<file path="config.mk">
export PLATFORM = sky130hd
export DESIGN_NAME = pc_sequencer_flat
export DESIGN_NICKNAME = d
export VERILOG_FILES = /design/src/rtl/pc_seq_pkg.sv /design/src/rtl/pc_sequencer_if.sv /design/src/rtl/pc_sequencer_ret_stack.sv /design/src/rtl/pc_sequencer.sv /design/src/flat_wrapper.sv
export SDC_FILE = /design/constraint.sdc
export NUM_CORES = 1
export LEC_CHECK = 0
export ABC_CLOCK_PERIOD_IN_PS = 2800
export BUFFER_PORTS_ARGS = -buffer_cell sky130_fd_sc_hd__buf_2
export CAP_MARGIN = 5
export CORE_ASPECT_RATIO = 0.5
export CORE_MARGIN = 5
export CORE_UTILIZATION = 40
export DETAILED_ROUTE_END_ITERATION = 6
export SLEW_MARGIN = 10
export SYNTH_ARGS = -nofsm -noshare
export SYNTH_HDL_FRONTEND = slang
export SYNTH_HIERARCHICAL = 1
export SYNTH_SLANG_ARGS = --single-unit
</file>
<file path="constraint.sdc">
create_clock -name clk -period 2.8 [get_ports clk]
set_input_delay 0.14 -clock clk [delete_from_list [all_inputs] [get_ports clk]]
set_output_delay 0.14 -clock clk [all_outputs]
set_load 0.01 [all_outputs]
</file>
<file path="src/rtl/pc_seq_pkg.sv">
// Shared types and defaults for the program-counter sequencer:
// FSM state encoding, PC load-value select and the default interrupt vector.
package pc_seq_pkg;

  localparam int unsigned PC_W_DEFAULT      = 10;
  localparam int unsigned STK_DEPTH_DEFAULT = 8;
  localparam logic [PC_W_DEFAULT-1:0] VECTOR_DEFAULT = 10'h3FF;

  typedef enum logic [1:0] {
    INIT,
    FETCH,
    EXEC,
    INTR
  } seq_state_e;

  typedef enum logic [1:0] {
    SEL_IMM,
    SEL_STK,
    SEL_VEC
  } din_sel_e;

endpackage

</file>
<file path="src/rtl/pc_sequencer_if.sv">
// Decoder/counter-facing bus of the PC sequencer. The optional stall input
// exists only when PC_SEQ_STALL_EN is defined.
interface pc_sequencer_if
  import pc_seq_pkg::*;
#(
  parameter int unsigned N = PC_W_DEFAULT
);
  logic [N-1:0] pc_count;
  logic [N-1:0] imm_addr;
  logic         br_taken;
  logic         call;
  logic         ret;
  logic         reti;
  logic         sei;
  logic         cli;
  logic         int_req;
`ifdef PC_SEQ_STALL_EN
  logic         stall;
`endif
  logic         pc_ld;
  logic         pc_inc;
  logic [N-1:0] pc_din;
  logic         ir_ld;
  logic         int_en;
  logic         int_ack;
  logic         stk_err;

  modport master (
    output pc_count, imm_addr, br_taken, call, ret, reti, sei, cli, int_req,
`ifdef PC_SEQ_STALL_EN
    output stall,
`endif
    input  pc_ld, pc_inc, pc_din, ir_ld, int_en, int_ack, stk_err
  );

  modport slave (
    input  pc_count, imm_addr, br_taken, call, ret, reti, sei, cli, int_req,
`ifdef PC_SEQ_STALL_EN
    input  stall,
`endif
    output pc_ld, pc_inc, pc_din, ir_ld, int_en, int_ack, stk_err
  );

endinterface

</file>
<file path="src/rtl/pc_sequencer_ret_stack.sv">
// Return-address LIFO. Overflowing pushes are dropped, underflowing pops
// leave the pointer alone and read as zero; both raise a sticky error.
module ret_stack #(
  parameter int unsigned N         = 10,
  parameter int unsigned STK_DEPTH = 8
) (
  input  logic         clk,
  input  logic         rst,
  input  logic         push,
  input  logic         pop,
  input  logic [N-1:0] push_data,
  output logic [N-1:0] top,
  output logic         full,
  output logic         empty,
  output logic         err
);
  localparam int unsigned PW = $clog2(STK_DEPTH);

  logic [PW:0]   cnt_q, cnt_d;
  logic          err_q, err_d;
  logic [N-1:0]  mem [STK_DEPTH];
  logic [PW-1:0] wr_idx, rd_idx;

  assign wr_idx = cnt_q[PW-1:0];
  assign rd_idx = wr_idx - PW'(1);
  assign full   = (cnt_q == (PW+1)'(STK_DEPTH));
  assign empty  = (cnt_q == '0);
  assign top    = empty ? '0 : mem[rd_idx];
  assign err    = err_q;

  // NOTE: every variable gets a default before the branches so no latch is inferred.
  always_comb begin
    cnt_d = cnt_q;
    err_d = err_q;
    if (push) begin
      if (full) err_d = 1'b1;
      else      cnt_d = cnt_q + (PW+1)'(1);
    end else if (pop) begin
      if (empty) err_d = 1'b1;
      else       cnt_d = cnt_q - (PW+1)'(1);
    end
  end

  // NOTE: sequential state uses non-blocking assignments only.
  always_ff @(posedge clk or posedge rst) begin
    if (rst) begin
      cnt_q <= '0;
      err_q <= 1'b0;
    end else begin
      cnt_q <= cnt_d;
      err_q <= err_d;
    end
  end

  // NOTE: storage is not reset; entries above the pointer are never read.
  always_ff @(posedge clk) begin
    if (push && !full) mem[wr_idx] <= push_data;
  end

endmodule

</file>
<file path="src/rtl/pc_sequencer.sv">
// Fetch/execute/interrupt sequencer driving the PC counter strobes.
// Optional STALL input enabled by defining PC_SEQ_STALL_EN.
module pc_sequencer
  import pc_seq_pkg::*;
#(
  parameter int unsigned  N         = PC_W_DEFAULT,
  parameter logic [N-1:0] VECTOR    = N'(VECTOR_DEFAULT),
  parameter int unsigned  STK_DEPTH = STK_DEPTH_DEFAULT
) (
  input logic           clk,
  input logic           rst,
  pc_sequencer_if.slave bus
);
  seq_state_e   state_q, state_d;
  logic         int_en_q, int_en_d;
  logic         stall;
  logic         pc_ld, pc_inc, ir_ld, int_ack;
  logic         push, pop;
  din_sel_e     sel;
  logic [N-1:0] stk_top, din_mux;
  logic         stk_full, stk_empty, stk_err;

`ifdef PC_SEQ_STALL_EN
  assign stall = bus.stall;
`else
  assign stall = 1'b0;
`endif

  always_comb begin
    state_d  = state_q;
    int_en_d = int_en_q;
    pc_ld    = 1'b0;
    pc_inc   = 1'b0;
    ir_ld    = 1'b0;
    int_ack  = 1'b0;
    push     = 1'b0;
    pop      = 1'b0;
    sel      = SEL_IMM;
    case (state_q)
      INIT:  state_d = FETCH;
      FETCH: begin
        ir_ld   = 1'b1;
        pc_inc  = 1'b1;
        state_d = EXEC;
      end
      EXEC: begin
        if (bus.ret || bus.reti) begin
          pop   = 1'b1;
          pc_ld = 1'b1;
          sel   = SEL_STK;
        end else if (bus.call) begin
          push  = 1'b1;
          pc_ld = 1'b1;
        end else if (bus.br_taken) begin
          pc_ld = 1'b1;
        end
        if (bus.reti || bus.sei) int_en_d = 1'b1;
        if (bus.cli)             int_en_d = 1'b0;
        // Interrupt decision uses the enable as it stood before this EXEC.
        state_d = (bus.int_req && int_en_q) ? INTR : FETCH;
      end
      INTR: begin
        push     = 1'b1;
        pc_ld    = 1'b1;
        sel      = SEL_VEC;
        int_ack  = 1'b1;
        int_en_d = 1'b0;
        state_d  = FETCH;
      end
      default: state_d = INIT;
    endcase
    if (stall) begin
      state_d  = state_q;
      int_en_d = int_en_q;
      pc_ld    = 1'b0;
      pc_inc   = 1'b0;
      ir_ld    = 1'b0;
      int_ack  = 1'b0;
      push     = 1'b0;
      pop      = 1'b0;
    end
  end

  always_comb begin
    din_mux = bus.imm_addr;
    case (sel)
      SEL_STK: din_mux = stk_top;
      SEL_VEC: din_mux = VECTOR;
      default: ;
    endcase
  end

  always_ff @(posedge clk or posedge rst) begin
    if (rst) begin
      state_q  <= INIT;
      int_en_q <= 1'b0;
    end else begin
      state_q  <= state_d;
      int_en_q <= int_en_d;
    end
  end

  ret_stack #(
    .N         (N),
    .STK_DEPTH (STK_DEPTH)
  ) u_ret_stack (
    .clk       (clk),
    .rst       (rst),
    .push      (push),
    .pop       (pop),
    .push_data (bus.pc_count),
    .top       (stk_top),
    .full      (stk_full),
    .empty     (stk_empty),
    .err       (stk_err)
  );

  assign bus.pc_ld   = pc_ld;
  assign bus.pc_inc  = pc_inc;
  assign bus.pc_din  = pc_ld ? din_mux : '0;
  assign bus.ir_ld   = ir_ld;
  assign bus.int_en  = int_en_q;
  assign bus.int_ack = int_ack;
  assign bus.stk_err = stk_err;

endmodule

</file>
<file path="src/flat_wrapper.sv">
// flat-port wrapper written by rule: the top's interface ports become plain ports
module pc_sequencer_flat import pc_seq_pkg::*;
#(
  parameter int unsigned  N         = PC_W_DEFAULT,
  parameter logic [N-1:0] VECTOR    = N'(VECTOR_DEFAULT),
  parameter int unsigned  STK_DEPTH = STK_DEPTH_DEFAULT
)
  (clk, rst, bus_pc_count, bus_imm_addr, bus_br_taken, bus_call, bus_ret, bus_reti, bus_sei, bus_cli, bus_int_req, bus_pc_ld, bus_pc_inc, bus_pc_din, bus_ir_ld, bus_int_en, bus_int_ack, bus_stk_err);
  pc_sequencer_if #(.N(N)) bus_i ();
  input logic clk;
  input logic rst;
  input wire logic [$bits(bus_i.pc_count)-1:0] bus_pc_count;
  input wire logic [$bits(bus_i.imm_addr)-1:0] bus_imm_addr;
  input wire logic [$bits(bus_i.br_taken)-1:0] bus_br_taken;
  input wire logic [$bits(bus_i.call)-1:0] bus_call;
  input wire logic [$bits(bus_i.ret)-1:0] bus_ret;
  input wire logic [$bits(bus_i.reti)-1:0] bus_reti;
  input wire logic [$bits(bus_i.sei)-1:0] bus_sei;
  input wire logic [$bits(bus_i.cli)-1:0] bus_cli;
  input wire logic [$bits(bus_i.int_req)-1:0] bus_int_req;
  output wire logic [$bits(bus_i.pc_ld)-1:0] bus_pc_ld;
  output wire logic [$bits(bus_i.pc_inc)-1:0] bus_pc_inc;
  output wire logic [$bits(bus_i.pc_din)-1:0] bus_pc_din;
  output wire logic [$bits(bus_i.ir_ld)-1:0] bus_ir_ld;
  output wire logic [$bits(bus_i.int_en)-1:0] bus_int_en;
  output wire logic [$bits(bus_i.int_ack)-1:0] bus_int_ack;
  output wire logic [$bits(bus_i.stk_err)-1:0] bus_stk_err;
  assign bus_i.pc_count = bus_pc_count;
  assign bus_i.imm_addr = bus_imm_addr;
  assign bus_i.br_taken = bus_br_taken;
  assign bus_i.call = bus_call;
  assign bus_i.ret = bus_ret;
  assign bus_i.reti = bus_reti;
  assign bus_i.sei = bus_sei;
  assign bus_i.cli = bus_cli;
  assign bus_i.int_req = bus_int_req;
  assign bus_pc_ld = bus_i.pc_ld;
  assign bus_pc_inc = bus_i.pc_inc;
  assign bus_pc_din = bus_i.pc_din;
  assign bus_ir_ld = bus_i.ir_ld;
  assign bus_int_en = bus_i.int_en;
  assign bus_int_ack = bus_i.int_ack;
  assign bus_stk_err = bus_i.stk_err;
  pc_sequencer #(.N(N), .VECTOR(VECTOR), .STK_DEPTH(STK_DEPTH)) u_core (.clk(clk), .rst(rst), .bus(bus_i));
endmodule
</file>
==> flow_summary.ini <==
[timing]
fmax_ghz = 0.3994
drv_slew = 0
finalClockSkew_ps = 5.264
finalCritPeriodShare = 0.8942
fin_tns_setup_ps = 0
setup_ws_ps = 296.2
finalHoldWorstSlack_ps = 66.29
max-slew-margin-rel = 0.6214
hold_viol = 0
worstMarginPinSlew_ps = 567.9
layout_min_cycle_time_ps = 2504
finalSetupViolations = 0
rsz0062_at_grt = false

[min_path]
whs_path_depth = 1
holdCritPathClass = input pin to register

[grt]
grt_use_total = 0.1463
grt_max_degree = 27
grt_first_pass_wirelength_microns = 12720
busiest_layer = met2
antenna_found_initial = 1
use_met3 = 0.06353
met1_usage = 0.1918
grt.met2_usage = 0.2208
grt_overflow_total = 0
grt_pass1_vias = 2291

[pwr]
seqPwrFrac = 0.360
switchingPower_uw = 1549
comb_power_share = 0.393
clkPwrFrac = 0.247
leakage_uw = 0.001741
ir_worst_vdd_uv = 395.8
switching_share = 0.3305
power.internal_uw = 3137
fin_total_pwr_uw = 4686
p_per_area_mw_per_mm2 = 1024

[logic_synthesis]
syn_area_per_cell_sq_um = 15.75
syn_area_sq_mm = 0.003860
syn_nets = 279
postSynthCellCount = 245
yosysWarnings = 6

[floorplan]
io_pins = 45
core.rowCount = 25
start_util = 0.4100
dieArea_sq_mm = 0.01183
dieHeight_microns = 79.46
core_region_area_sq_mm = 0.009415
dieWidth_microns = 148.9

[drt]
vias = 2232
drc = 0
vias_per_cell = 5.016
wl_per_cell_microns = 17.74
firstDrtPassIters = 4
ant_nets = 0
routed_wl_microns = 7893
drt_iter0_markers = 136

[finish]
syn_to_final_growth_pct = 18.54
drive_above_1_share = 0.3065
diodes = 0
final_cell_mix = edfxtp_1 (80), buf_2 (44), inv_1 (28), nand2_1 (28), mux4_2 (17)
final_common_cell = edfxtp_1
fin_nets = 339
finalNonFillerCells = 445

[worst_setup_path]
crit_type = register to output port
cp_slowest_cell = dfrtp_1
path_cells = inv_1 > ha_1 > nor2b_1 > a21oi_2 > o22ai_1 > nand2_1 > a31oi_1 > buf_2
crit_fanout = 10
path_buf_inv = 2
setup.worst_path.start_class = register
path_depth = 8
slowest_delay_ps = 490
crit_family = compound AO/OA/AOI/OAI gates
crit_required_ps = 2660
r2r_cells = 7
crit_arrival_ps = 2360
cp-end-kind = output port

[clock_network]
cts_setup_buffers = 0
clock_sinks = 88
cts_tree = yes
cts.reportedPaths.clkPinSlew_ps = 60
postCtsResizedCells = 0
ctsHtreeMaxLevel = 3
insertion_delay_ps = 340
root_buffer = clkbuf_16
cts_buffers = 9
cts_buffer_depth = 2

[placement]
place_inst = 428
dp_hpwl_microns = 5440
place_congestion = 0.7658
port_buffers = 44
place_ws_ps = 684.8

[run_status]
status = finished clean

[flow_run]
maxCapViolCount = 0
==> through the flow <==
stage,area (sq um),util
after CTS,4576,0.4860
after global routing,4576,0.4860
after global placement,4278,0.4544
final,4576,0.4860
after floorplan,3860,-
after detailed placement,4278,0.4544
==> what timing repair did <==
item / 4_1_cts / 5_1_grt
endpoints found under the hold margin: 8 / 0
setup endpoints to repair: 0 / 0
hold buffers: 1 / 0
==> sequential cells by signal (all words and copies together), names as in the netlist <==
register,flops
u_core/state_q,2
u_core/bus.int_en,1
u_core/u_ret_stack/cnt_q,4
u_core/u_ret_stack/err,1
u_core/u_ret_stack/mem,80
==> worst reg2reg max path, cell delays in order, from the launching register on <==
cell and delay, ps:
dfrtp_1 460, nor2b_1 180, buf_4 160, inv_1 100
ha_1 310, a21o_1 180, a21oi_1 160, mux4_2 300
==> per-layer routing <==
metal,wire (microns),part of all wire
met5,11,0.0014
met4,127,0.016
met3,630,0.080
met2,3553,0.45
met1,3570,0.45
==> cell type report <==
cell class | instances | area [sq um]
multi-input combinational | 117 | 1061
clock inverter | 5 | 55.05
sequential | 88 | 2603
fill | 817 | 4840
clock buffer | 11 | 232.7
timing repair buffer | 61 | 350.3
tap | 135 | 168.9
inverter | 28 | 105.1
==> power by group through the flow <==
| stage | Sequential [uW] | Combinational [uW] | Clock (uW) |
|---|---|---|---|
| 2_1_floorplan | 1690 | 1410 | 0 |
| 3_3_place_gp | 1700 | 1840 | 0 |
| 3_5_place_dp | 1720 | 1850 | 0 |
| 4_1_cts | 1690 | 1860 | 1190 |
| 5_1_grt | 1710 | 2050 | 1260 |
| 6_report | 1690 | 1840 | 1160 |
==> final timing paths <==
kind / slack (ps) / start / end
worst max-delay path: 300 / u_core/u_ret_stack/cnt_q[1] / bus_pc_din[7]
worst min-delay path: 70 / bus_pc_count[3] / u_core/u_ret_stack/mem[6][3]
worst max register to register: 830 / u_core/state_q[1] / u_core/u_ret_stack/cnt_q[3]
worst min register to register: 460 / u_core/u_ret_stack/err / u_core/u_ret_stack/err
max in group asynchronous: 2360 / rst / u_core/u_ret_stack/cnt_q[1]
min in group asynchronous: 240 / rst / u_core/state_q[1]
No activity file was read; power rests on OpenSTA's default activity.
